### config.mk
export PLATFORM = sky130hd
export DESIGN_NAME = ifu_prefetch
export DESIGN_NICKNAME = d
export VERILOG_FILES = /design/src/rtl/mp_pkg.sv /design/src/rtl/ifu_fifo.sv /design/src/rtl/ifu_prefetch.sv
export SDC_FILE = /design/constraint.sdc
export NUM_CORES = 1
export LEC_CHECK = 0
export CORE_ASPECT_RATIO = 1.75
export CORE_MARGIN = 3
export CORE_UTILIZATION = 50
export CTS_CLUSTER_SIZE = 28
export DETAILED_ROUTE_END_ITERATION = 16
export GPL_ROUTABILITY_DRIVEN = 0
export PLACE_DENSITY_LB_ADDON = 0.1
export SYNTH_ARGS = -nofsm -noshare
export SYNTH_HDL_FRONTEND = slang
export SYNTH_SLANG_ARGS = --single-unit
export TNS_END_PERCENT = 5
### constraint.sdc
create_clock -name clk -period 2.3 [get_ports clk]
set_input_delay 0.575 -clock clk [delete_from_list [all_inputs] [get_ports clk]]
set_output_delay 0.575 -clock clk [all_outputs]
set_load 0.01 [all_outputs]
### src/rtl/mp_pkg.sv
// rtl/mp_pkg.sv - shared widths, reset PC, queue entry and request FSM types for the fetch unit
package mp_pkg;

    localparam int MP_ADDR_W = 8;
    localparam int MP_DATA_W = 16;
    localparam logic [MP_ADDR_W-1:0] MP_RESET_PC = '0;

    // One prefetch queue entry: the fetched word tagged with the PC it came from
    typedef struct packed {
        logic [MP_ADDR_W-1:0] pc;
        logic [MP_DATA_W-1:0] word;
    } entry_t;

    typedef enum logic {
        ST_IDLE = 1'b0,
        ST_REQ  = 1'b1
    } req_state_t;

endpackage

### src/rtl/ifu_fifo.sv
// rtl/ifu_fifo.sv - synchronous prefetch FIFO with flush taking priority over push/pop
module ifu_fifo #(
    parameter int WIDTH = 24,
    parameter int DEPTH = 4
) (
    input  logic                    clk,
    input  logic                    reset,
    input  logic                    push,
    input  logic                    pop,
    input  logic                    flush,
    input  logic [WIDTH-1:0]        din,
    output logic [WIDTH-1:0]        dout,
    output logic [$clog2(DEPTH):0]  count,
    output logic                    empty,
    output logic                    full
);

    localparam int PW = $clog2(DEPTH);
    localparam logic [PW:0] DEPTH_C = (PW+1)'(DEPTH);

    logic [WIDTH-1:0] r_mem [DEPTH];
    logic [PW-1:0]    r_wr_ptr;
    logic [PW-1:0]    r_rd_ptr;
    logic [PW:0]      r_count;
    logic             w_do_push;
    logic             w_do_pop;

    assign full      = (r_count == DEPTH_C);
    assign empty     = (r_count == '0);
    assign count     = r_count;
    assign dout      = r_mem[r_rd_ptr];
    assign w_do_push = push && !full;
    assign w_do_pop  = pop && !empty;

    // Entry storage: zeroed on reset so the head reads as zero, written on an accepted push
    always_ff @(posedge clk) begin
        if (!reset) begin
            for (int i = 0; i < DEPTH; i++) begin
                r_mem[i] <= '0;
            end
        end else if (!flush && w_do_push) begin
            r_mem[r_wr_ptr] <= din;
        end
    end

    // Pointers and occupancy; a flush empties the queue and ignores same-cycle push/pop
    always_ff @(posedge clk) begin
        if (!reset || flush) begin
            r_wr_ptr <= '0;
            r_rd_ptr <= '0;
            r_count  <= '0;
        end else begin
            if (w_do_push) r_wr_ptr <= r_wr_ptr + PW'(1);
            if (w_do_pop)  r_rd_ptr <= r_rd_ptr + PW'(1);
            case ({w_do_push, w_do_pop})
                2'b10:   r_count <= r_count + (PW+1)'(1);
                2'b01:   r_count <= r_count - (PW+1)'(1);
                default: r_count <= r_count;
            endcase
        end
    end

endmodule

### src/rtl/ifu_prefetch.sv
// rtl/ifu_prefetch.sv - instruction fetch unit: single-outstanding memory requests feeding a prefetch queue
module ifu_prefetch
    import mp_pkg::*;
#(
    parameter int                ADDR_W   = MP_ADDR_W,
    parameter int                DATA_W   = MP_DATA_W,
    parameter int                DEPTH    = 4,
    parameter logic [ADDR_W-1:0] RESET_PC = ADDR_W'(MP_RESET_PC)
) (
    input  logic              clk,
    input  logic              reset,
    output logic              mem_req,
    output logic [ADDR_W-1:0] mem_addr,
    input  logic              mem_ack,
    input  logic [DATA_W-1:0] mem_rdata,
    output logic              instr_valid,
    input  logic              instr_ready,
    output logic [DATA_W-1:0] instr,
    output logic [ADDR_W-1:0] instr_pc,
    input  logic              redirect,
    input  logic [ADDR_W-1:0] redirect_pc,
    input  logic              halt
);

    localparam int CW = $clog2(DEPTH) + 1;
    localparam logic [CW-1:0] DEPTH_C = CW'(DEPTH);

    req_state_t         r_state;
    req_state_t         w_next_state;
    logic [ADDR_W-1:0]  r_fetch_pc;
    logic [ADDR_W-1:0]  r_addr;
    logic               r_discard;

    logic [CW-1:0]             w_count;
    logic                      w_empty;
    logic                      w_full;
    logic                      w_ack;
    logic                      w_issue;
    logic [ADDR_W-1:0]         w_issue_pc;
    logic                      w_push;
    logic                      w_pop;
    logic [ADDR_W+DATA_W-1:0]  w_din;
    logic [ADDR_W+DATA_W-1:0]  w_dout;

    // An ack only means something while a request is actually outstanding
    assign w_ack = mem_ack && (r_state == ST_REQ);

    // Issuing reserves a queue slot: the in-flight word is guaranteed room when it lands.
    // A redirect clears the queue this cycle, so it also frees room and retargets the address.
    assign w_issue    = (r_state == ST_IDLE) && !halt && (redirect || (w_count < DEPTH_C));
    assign w_issue_pc = redirect ? redirect_pc : r_fetch_pc;

    assign w_push = w_ack && !r_discard && !redirect;
    assign w_pop  = !w_empty && instr_ready && !redirect;
    assign w_din  = {r_fetch_pc, mem_rdata};

    assign mem_addr    = r_addr;
    assign instr_valid = !w_empty;
    assign instr       = w_dout[DATA_W-1:0];
    assign instr_pc    = w_dout[ADDR_W+DATA_W-1:DATA_W];

    ifu_fifo #(
        .WIDTH (ADDR_W + DATA_W),
        .DEPTH (DEPTH)
    ) u_fifo (
        .clk   (clk),
        .reset (reset),
        .push  (w_push),
        .pop   (w_pop),
        .flush (redirect),
        .din   (w_din),
        .dout  (w_dout),
        .count (w_count),
        .empty (w_empty),
        .full  (w_full)
    );

    // Request FSM state register
    always_ff @(posedge clk) begin
        if (!reset) r_state <= ST_IDLE;
        else        r_state <= w_next_state;
    end

    // Request FSM next state: launch when allowed, complete on the memory ack
    always_comb begin
        w_next_state = r_state;
        case (r_state)
            ST_IDLE: if (w_issue) w_next_state = ST_REQ;
            ST_REQ:  if (mem_ack) w_next_state = ST_IDLE;
            default: w_next_state = ST_IDLE;
        endcase
    end

    // Request FSM outputs: the request line is high for the whole outstanding period
    always_comb begin
        mem_req = (r_state == ST_REQ);
    end

    // Request address captured at launch and held until the ack
    always_ff @(posedge clk) begin
        if (!reset)       r_addr <= RESET_PC;
        else if (w_issue) r_addr <= w_issue_pc;
    end

    // Fetch PC and discard flag: redirect wins; a stale ack is swallowed without advancing the PC
    always_ff @(posedge clk) begin
        if (!reset) begin
            r_fetch_pc <= RESET_PC;
            r_discard  <= 1'b0;
        end else if (redirect) begin
            r_fetch_pc <= redirect_pc;
            if (w_ack)                    r_discard <= 1'b0;
            else if (r_state == ST_REQ)   r_discard <= 1'b1;
        end else if (w_ack) begin
            if (r_discard) r_discard  <= 1'b0;
            else           r_fetch_pc <= r_fetch_pc + ADDR_W'(1);
        end
    end

    // Slot reservation means a push can never meet a full queue
    always_ff @(posedge clk) begin
        if (reset) assert (!(w_push && w_full));
    end

endmodule
**Word-level counts from Yosys, hierarchy flattened**

Memory sizes are Yosys's and may differ from the RTL's. A register that Yosys moved wholly into a read port is not among the register bits.
Index checks and enable logic that the tools add are counted.

- Add/sub/neg operators: 5
- $lt $le $gt $ge: 1
- Eq/ne operators: 4
- Multiplexer cells: 21
- Bitwise operators: 1
- Reduce and logical (&&, ||, !) cells: 25

Operators with widths:

| operator | count |
|---|---|
| $mux W8 | 4 |
| $mux W24 | 1 |
| $reduce_or A24 Y1 | 1 |
| $mux W1 | 11 |
| $logic_and A1 B1 Y1 | 10 |
| $add A8 B1 Y8 const B | 1 |
| $logic_not A1 Y1 | 6 |
| $mux W2 | 3 |
| $pmux W3 S2 | 1 |
| $reduce_bool A2 Y1 | 3 |
| $add A2 B1 Y2 const B | 2 |
| $reduce_and A2 Y1 | 2 |
| $add A3 B1 Y3 const B | 1 |
| $eq A3 B3 Y1 const B | 1 |
| $logic_not A3 Y1 | 1 |
| $lt A3 B3 Y1 const B | 1 |
| $sub A3 B1 Y3 const B | 1 |
| $eq A2 B1 Y1 const B | 1 |
| $eq A2 B2 Y1 const B | 1 |
| $logic_or A1 B1 Y1 | 2 |
| $ne A2 B2 Y1 const B | 1 |
| $pmux W1 S2 | 1 |
| $not A1 Y1 | 1 |

- Bits in registers: 25
- Memory bits (writable): 96
- Input port bits: 30
- Output and inout bits: 34
- Logic and storage cells: 65
- Memories kept: 1

Memories:

| memory | words | width | rd ports | clocked after Yosys merged registers in | write ports | RTL line | text |
|---|---|---|---|---|---|---|---|
| u_fifo.r_mem | 4 | 24 | 1 | 1 | 4 | ifu_fifo.sv:21 | `logic [WIDTH-1:0] r_mem [DEPTH];` |

**Logic depth before layout (Yosys ltp)**

Gate-level depths: netlist (run 1).

- Word-level depth: 10
- Mapped depth: 11
- Depth with buffers taken out: 9

**By module**

From an unflattened synthesis (run 1), not the netlist that was laid out.

- Cells, all modules: 386
- Area total of the unflattened synthesis: 5,517.8 um^2

Modules (own cells, without submodules):

| module | times used | cells an instance | area an instance (um^2) | seq. area each (um^2) |
|---|---|---|---|---|
| ifu_fifo | 1 | 285 | 4,629.4 | 3,062.9 |
| ifu_prefetch | 1 | 101 | 888.4 | 360.3 |

**Worst setup path before layout (run 1)**

OpenSTA, ideal clock, no wires.

- Path type: reg2reg
- Start point: register u_fifo.r_count[2], in the netlist u_fifo.count[2]
- End point: register u_fifo.r_count[2], in the netlist u_fifo.count[2]
- Setup time: 0.070 ns
- Data arrival time: 2.328 ns
- Data required time: 2.230 ns
- Setup slack: -0.098 ns
- Cell stages (with the launch flop): 11
- Buffers on the path: 1
- Clock period less this slack: 2.398 ns
- Path through: dfxtp_1 nor3b_1 nor2_1 inv_1 buf_4 ha_1 inv_1 fa_1 xor2_1 or3_1 a21oi_1

- Longest elaborated chain between the ends: 7
- Elaborated cells between the ends (all ways): 14
- Classes of those cells: add/sub: 2; eq/ne: 3; mux: 1; reduce/logical: 8

RTL lines:

| element | RTL line | text |
|---|---|---|
| start: declaration | ifu_fifo.sv:24 | `logic [PW:0] r_count;` |
| start signal: assignment | ifu_fifo.sv:56 | `2'b10: r_count <= r_count + (PW+1)'(1);` |
| start signal: assignment | ifu_fifo.sv:57 | `2'b01: r_count <= r_count - (PW+1)'(1);` |
| start signal: assignment | ifu_fifo.sv:58 | `default: r_count <= r_count;` |
| $logic_not A3 Y1 | ifu_fifo.sv:29 | `assign empty = (r_count == '0);` |
| $logic_not A1 Y1 | ifu_fifo.sv:33, ifu_prefetch.sv:54 |  |
| $logic_and A1 B1 Y1 (2 in series) | ifu_prefetch.sv:54 | `assign w_pop = !w_empty && instr_ready && !redirect;` |
| $logic_and A1 B1 Y1 | ifu_fifo.sv:33 | `assign w_do_pop = pop && !empty;` |
| $eq A2 B1 Y1 / $eq A2 B2 Y1 (equally long branches) | ifu_fifo.sv:55 | `case ({w_do_push, w_do_pop})` |
| $pmux W3 S2 / $reduce_bool A2 Y1 (equally long branches) | -- |  |

Parallel ways exist; a longest one is shown, timed or not.
A chain may end at the register's enable or synchronous reset.

==> impl_results.md, run 1 <==
- PD cells: roughly 780 nW/um^2
- Post-Route WL: 12290 microns
- Top Ports: 64
- CP Launch Type: flop
- FF+latch count, synth: 123
- Die Width: 84.32 microns
- CTS Sinks: 123
- Final setup fails: 0
- Htree depth: 4
- RSZ-0062 raised after global routing: yes
- Fin. max-slew vios: 0
- Netlist cell types: 43
- Maxcap violations: 0
- Total power draw: about 5.4 mW
- Req. time, crit path: between 1.5 and 2 ns
- Hold Path Stages: 2
- Number of synthesized flops with an enable pin: 96
- CTS Buffer Depth: 2
- Core box area: 10360 sq um
- Final #Nets: 540
- DP Wirelength: 7930 microns
- Cell taking the most area after synthesis: edfxtp_1
- Syn Nets: around 450
- Fillers: 777
- Critical path's largest stage delay: 0.55 ns
- CTS Buf Count: 17
- Worst EP arrival: 1.71 ns
- Most used DFF post-synth: edfxtp_1
- GRT Util Overall: 0.2154
- Run status: finished, final reports clean
- Crit-path slowest cell: mux4_2
- Final hold violations: 0
- Vias in the first global route: around 4000
- Area Growth Syn to Fin: 28.97%
- Worst reg-to-reg setup slack: 0.18 ns
- Reg-to-Reg Start: u_fifo.count[0]$_SDFFE_PP0P_
- Area of the multi-input gates: around 1800 sq um
- Max Clk Rate: 438.4 MHz
- Clk_lat worst skew: 0.41 ns
- Average routed wire per standard cell: 19.00 microns
- Commonest cells after routing, fill and taps aside: nor2_1, edfxtp_1, clkdlybuf4s50_1
- CTS tree: yes
- Synth top area cells: edfxtp_1, dfxtp_1, mux4_2
- Seq/Total Area, Yosys: 0.6378
- Vias per inst: approximately 5.6
- Final hold slack: approximately 0.5 ns
- Starting density of the core: 0.5181
- Slew HR: 0.7233
- Peak VDD IR: 536.3 uV
- Largest net degree at the start of global routing: 25
- N_diodes: 0
- Cell area after synthesis: between 5000 and 6000 sq um
- Share of cells above drive strength 1: 0.2404
- Final Cycle Share: 0.9916
- Worst Path Max Fanout: 8
- CTS Root Cell: clkbuf_16
- Syn Area/Cell: 12.90 sq um
- Hold_buf cts: 0
- GRT overflow: 0
- Row count: 49
- Post-Syn Instances: around 420
- Tightest Pin Transition: 0.4145 ns
- CP Cell Sequence: buf_12 > mux4_2 > buf_6
- Reg2Reg Depth: 10
- Clock transition at path regs: approximately 0.050 ns
- Initial antenna violation count: 0
- Util after Layout: 0.6682
- DRC: 0
- DRT iter0 DRCs: 245
- Die span in y: 143.1 microns
- Synth Warn #: 0
- Top-area cell type share of the netlist area: 0.5371
- Via Count: between 3000 and 4000
- Antenna Nets Post-Route: 0
- DRT Pass-1 Iters: 5
- Hold WC Path Type: reg -> reg
- Global-route wire length before repair: 19650 microns
- Lkg Pwr: roughly 2.5 nW
- Crit end category: primary output
- I/O Buffers: 63
- Critical R2R Capture: u_fifo.count[2]$_SDFFE_PP0P_
- Sequential cell area: 3427 sq um
- Full die area: 12060 sq um
- Layout Skew: 0.006367 ns
- CP Class: reg -> out
- HP Start: u_fifo.r_rd_ptr[1]$_SDFFE_PP0N_
- Post-synth ARST share: 0
- Fin crit period: 2.281 ns
metrics by stage:
step | std cells | setup slack [ns] | TNS [ns] | area [sq um]
after floorplan | 416 | -0.09108 | -2.211 | 5375
after global placement | 613 | -0.3162 | -13.33 | 6386
after detailed placement | 613 | -0.3819 | -17.24 | 6386
after CTS | 646 | -0.008666 | -0.008666 | 6898
after global routing | 647 | -0.02591 | -0.03302 | 6923
final | 647 | 0.01922 | 0 | 6923
worst max path at each step:
stage | endpoint | cells after the start
after global placement | u_fifo.count[2]$_SDFFE_PP0P_ | 10
after detailed placement | u_fifo.count[2]$_SDFFE_PP0P_ | 10
after CTS | instr_pc[3] | 3
final | instr_pc[3] | 3
after global routing | instr_pc[3] | 3
after floorplan | u_fifo.r_mem[2][0]$_SDFFCE_PN0P_ | 5
report_power, final:
part           total [mW]  leakage [nW]  switching, mW  internal, mW
sequential           2.53          1.21         0.0493          2.48
clock                2.51         0.271          0.926          1.59
combinational       0.384          1.05          0.194         0.190
state kept, by name, summed over array words and instances, names as in the netlist, named ones only:
name             flops
mem_addr             8
u_fifo.r_rd_ptr      2
u_fifo.r_wr_ptr      2
mem_req              1
r_discard            1
r_fetch_pc           8
u_fifo.r_mem        96
u_fifo.count         3
synth_stat cells, drive strengths merged (2+ instances only):
cell	count
nand3	4
edfxtp	96
a211oi	9
ha	2
a31o	2
or4	4
o31ai	2
buf	18
nand2b	3
mux4	24
mux2i	8
xor2	4
nor2b	2
clkbuf	10
o21ai	13
nand2	28
inv	9
nor2	96
a31oi	5
and3	5
dfxtp	27
or3	7
and2	2
a21oi	20
per-layer routing:
metal / vias up / GRT usage / wire length (microns)
met5: - / 0 / 0
met4: 0 / 0.09322 / 296
met3: 27 / 0.05774 / 563
met2: 115 / 0.4105 / 6965
met1: 1781 / 0.2157 / 4466
li1: 1707 / - / -
critical path, delay by kind of cell (launching register included):
| kind | cells | cell delay [ns] |
|---|---|---|
| buf+inv | 2 | 0.31 |
| flops | 1 | 0.43 |
| mux | 1 | 0.55 |
cell families (layout without fill, tap and decap cells):
family,after synthesis,count (layout),synth area share
buffers and inverters,37,141,0.03520
DFF,123,123,0.6378
muxes,32,32,0.1156
and+or+nand+nor,163,163,0.1368
AOI/OAI and AO/OA,54,54,0.05967
xor gates and xnor gates,4,4,0.006526
adders and majority gates,3,3,0.008391
final cells by class:
class | instances | area share
clock buffers | 24 | 0.07573
repair buffers | 100 | 0.1361
inverters | 9 | 0.004880
clock inverters | 8 | 0.008133
flip-flops and latches | 123 | 0.4950
multi-input cells | 256 | 0.2572
well taps | 127 | 0.02295
repair_timing:
action,in CTS,in global routing
gates cloned,1,0
pin swaps,0,2
setup buffers,0,1
setup endpoints to repair,25,6
resized for setup,102,4
hold endpoints to repair,0,0
Note: power is estimated with default switching activity, not from simulation.
==> run 2, diff against run 1 <==
MAX_ROUTING_LAYER = met4   (was unset)
==> run 2 against run 1 <==
Effect of this change: fmax hardly changed; register-to-register slack barely moved; wire length about the same; hold slack improved by 0.0013 ns; utilization down 0.060 points; sequential share of layout area barely moved; worst setup slack improved by 0.00070 ns; global-route usage grew 0.66 points; flip-flop and latch count did not move; combinational power barely moved; die area unchanged; largest cell class unchanged; largest power group unchanged.
==> impl_results.md, run 2 (synthesized netlist as in run 1, its figures left out) <==
- Run status: finished, final reports clean
- Crit end category: primary output
- Psw: 1.162 mW
- Global-route wire length before repair: 19680 microns
- Starting density of the core: 0.5181
- Largest net degree at the start of global routing: 25
- Final hold violations: 0
- Fin. max-slew vios: 0
- Vias per inst: 5.626
- Clock transition at path regs: 0.05 ns
- Fin crit period: 2.280 ns
- Commonest cells after routing, fill and taps aside: nor2_1, edfxtp_1, clkdlybuf4s50_1
- Core box area: 10360 sq um
- Req. time, crit path: 1.73 ns
- Combinational power share: 0.071
- Final #Nets: 540
- N_diodes: 0
- DRT iter0 DRCs: roughly 250
- CTS Buf Count: 17
- I/O Buffers: 63
- Final Instance Count excl. Fillers: 647
- CTS tree: yes
- Htree depth: 4
- Sequential cell area: 3427 sq um
- Initial antenna violation count: 0
- Row count: 49
- Top Ports: 64
- Vias in the first global route: ~4000
- Internal: 4.261 mW
- CP Launch Type: flop
- DRT Pass-1 Iters: 4
- Post-route cell area: roughly 6900 sq um
- CTS Sinks: 123
- Hold WC Path Type: reg -> reg
- GRT Util Overall: 0.2220
- Share of cells above drive strength 1: 0.2404
- Die Width: approximately 84 microns
- GRT overflow: 0
- Peak VDD IR: 529.4 uV
- Clk_lat worst skew: ~0.41 ns
- RSZ-0062 raised after global routing: yes
- Average routed wire per standard cell: 18.99 microns
- Tightest Pin Transition: 0.4210 ns
- DP Wirelength: between 7000 and 8000 microns
- HP Start: u_fifo.r_rd_ptr[1]$_SDFFE_PP0N_
- Placed cell count: 613
- Area of the multi-input gates: around 1800 sq um
- Crit-path slowest cell: mux4_2
- Layout Skew: 0.009144 ns
- Pre-CTS worst setup slack: -0.3819 ns
- Clk pwr share: 0.462
- CP Class: reg -> out
- Post-Route WL: 12290 microns
- PD cells: 784.1 nW/um^2
- Post-Place Cell Area: 6386 sq um
- Area Growth Syn to Fin: 28.86%
- Die span in y: 143.1 microns
- Sw Ratio: 0.2143
- Critical path's largest stage delay: 0.55 ns
- Lkg Pwr: 2.533 nW
- Final hold slack: 0.4949 ns
- Antenna Nets Post-Route: 0
- Worst EP arrival: ~1.7 ns
- Largest Register: u_fifo.r_mem
- Fillers: 776
- Worst Path Max Fanout: 8
- Util after Layout: 0.6676
- CP Cell Sequence: buf_12 > mux4_2 > buf_6
- Seq pwr share: 0.467
- Slew HR: 0.7190
- Final setup fails: 0
- Via Count: 3640
- Maxcap violations: 0
- Final Cycle Share: 0.9913
- Max FFs per register: 96
- CTS Buffer Depth: 2
- CTS Root Cell: clkbuf_16
- Max Clk Rate: between 400 and 500 MHz
- Full die area: 12060 sq um
- Reg-to-Reg Start: u_fifo.count[0]$_SDFFE_PP0P_
- DRC: 0
- Setup WS post-layout: 0.01993 ns
-- run 2: cell counts in the layout (fill, tap and decap cells not counted) --
Identical to the previous run, type by type.
-- run 2: power by group through the flow --
| stage | logic [mW] | clock network [mW] | registers, mW |
|---|---|---|---|
| after floorplan | 0.187 | 0 | 2.56 |
| after global placement | 0.399 | 0 | 2.57 |
| after detailed placement | 0.405 | 0 | 2.57 |
| after CTS | 0.388 | 2.53 | 2.53 |
| after global routing | 0.416 | 2.64 | 2.54 |
| final | 0.383 | 2.51 | 2.53 |
-- run 2: stage by stage --
step           total power [mW]   TNS (ns)
2_1_floorplan             2.750     -2.211
3_3_place_gp              2.968     -13.33
3_5_place_dp              2.980     -17.24
4_1_cts                   5.453  -0.008666
5_1_grt                   5.598   -0.02855
6_report                  5.424          0
-- run 2: timing repair --
action,4_1_cts,5_1_grt
endpoints found under the hold margin,0,0
setup buffers,0,1
gates resized for setup,102,3
gates cloned,1,0
pin swaps,0,2
endpoints found under the setup margin,25,5
hold buffers,0,0
-- run 2: worst paths after layout --
kind / to / slack (ns) / depth (start not counted)
worst max-delay path: instr_pc[3] / 0.02 / 3
worst min-delay path: flop / 0.49 / 2
worst max register to register: u_fifo.count[2]$_SDFFE_PP0P_ / 0.18 / 10
worst min register to register: flop / 0.49 / 2
-- run 2: critical path: cells and delay by family, from the launching register on --
family	cells	cell delay [ns]
flip-flops	1	0.43
buffers and inverters	2	0.31
multiplexers	1	0.55
-- run 2: area by class of cell --
| cell class | instances | share of cell area |
|---|---|---|
| inverter | 9 | 0.004884 |
| clock buffer | 24 | 0.07580 |
| tap | 127 | 0.02297 |
| timing repair buffer | 100 | 0.1353 |
| clock inverter | 8 | 0.008140 |
| multi-input combinational | 256 | 0.2574 |
| sequential | 123 | 0.4955 |
-- run 2: layer usage --
metal  share of wire  vias to the layer above  global-route usage
met5               0                        -                   -
met4           0.021                        0             0.09322
met3           0.049                       21             0.05485
met2            0.57                      130              0.4105
met1            0.36                     1781              0.2177
li1                -                     1708                   -
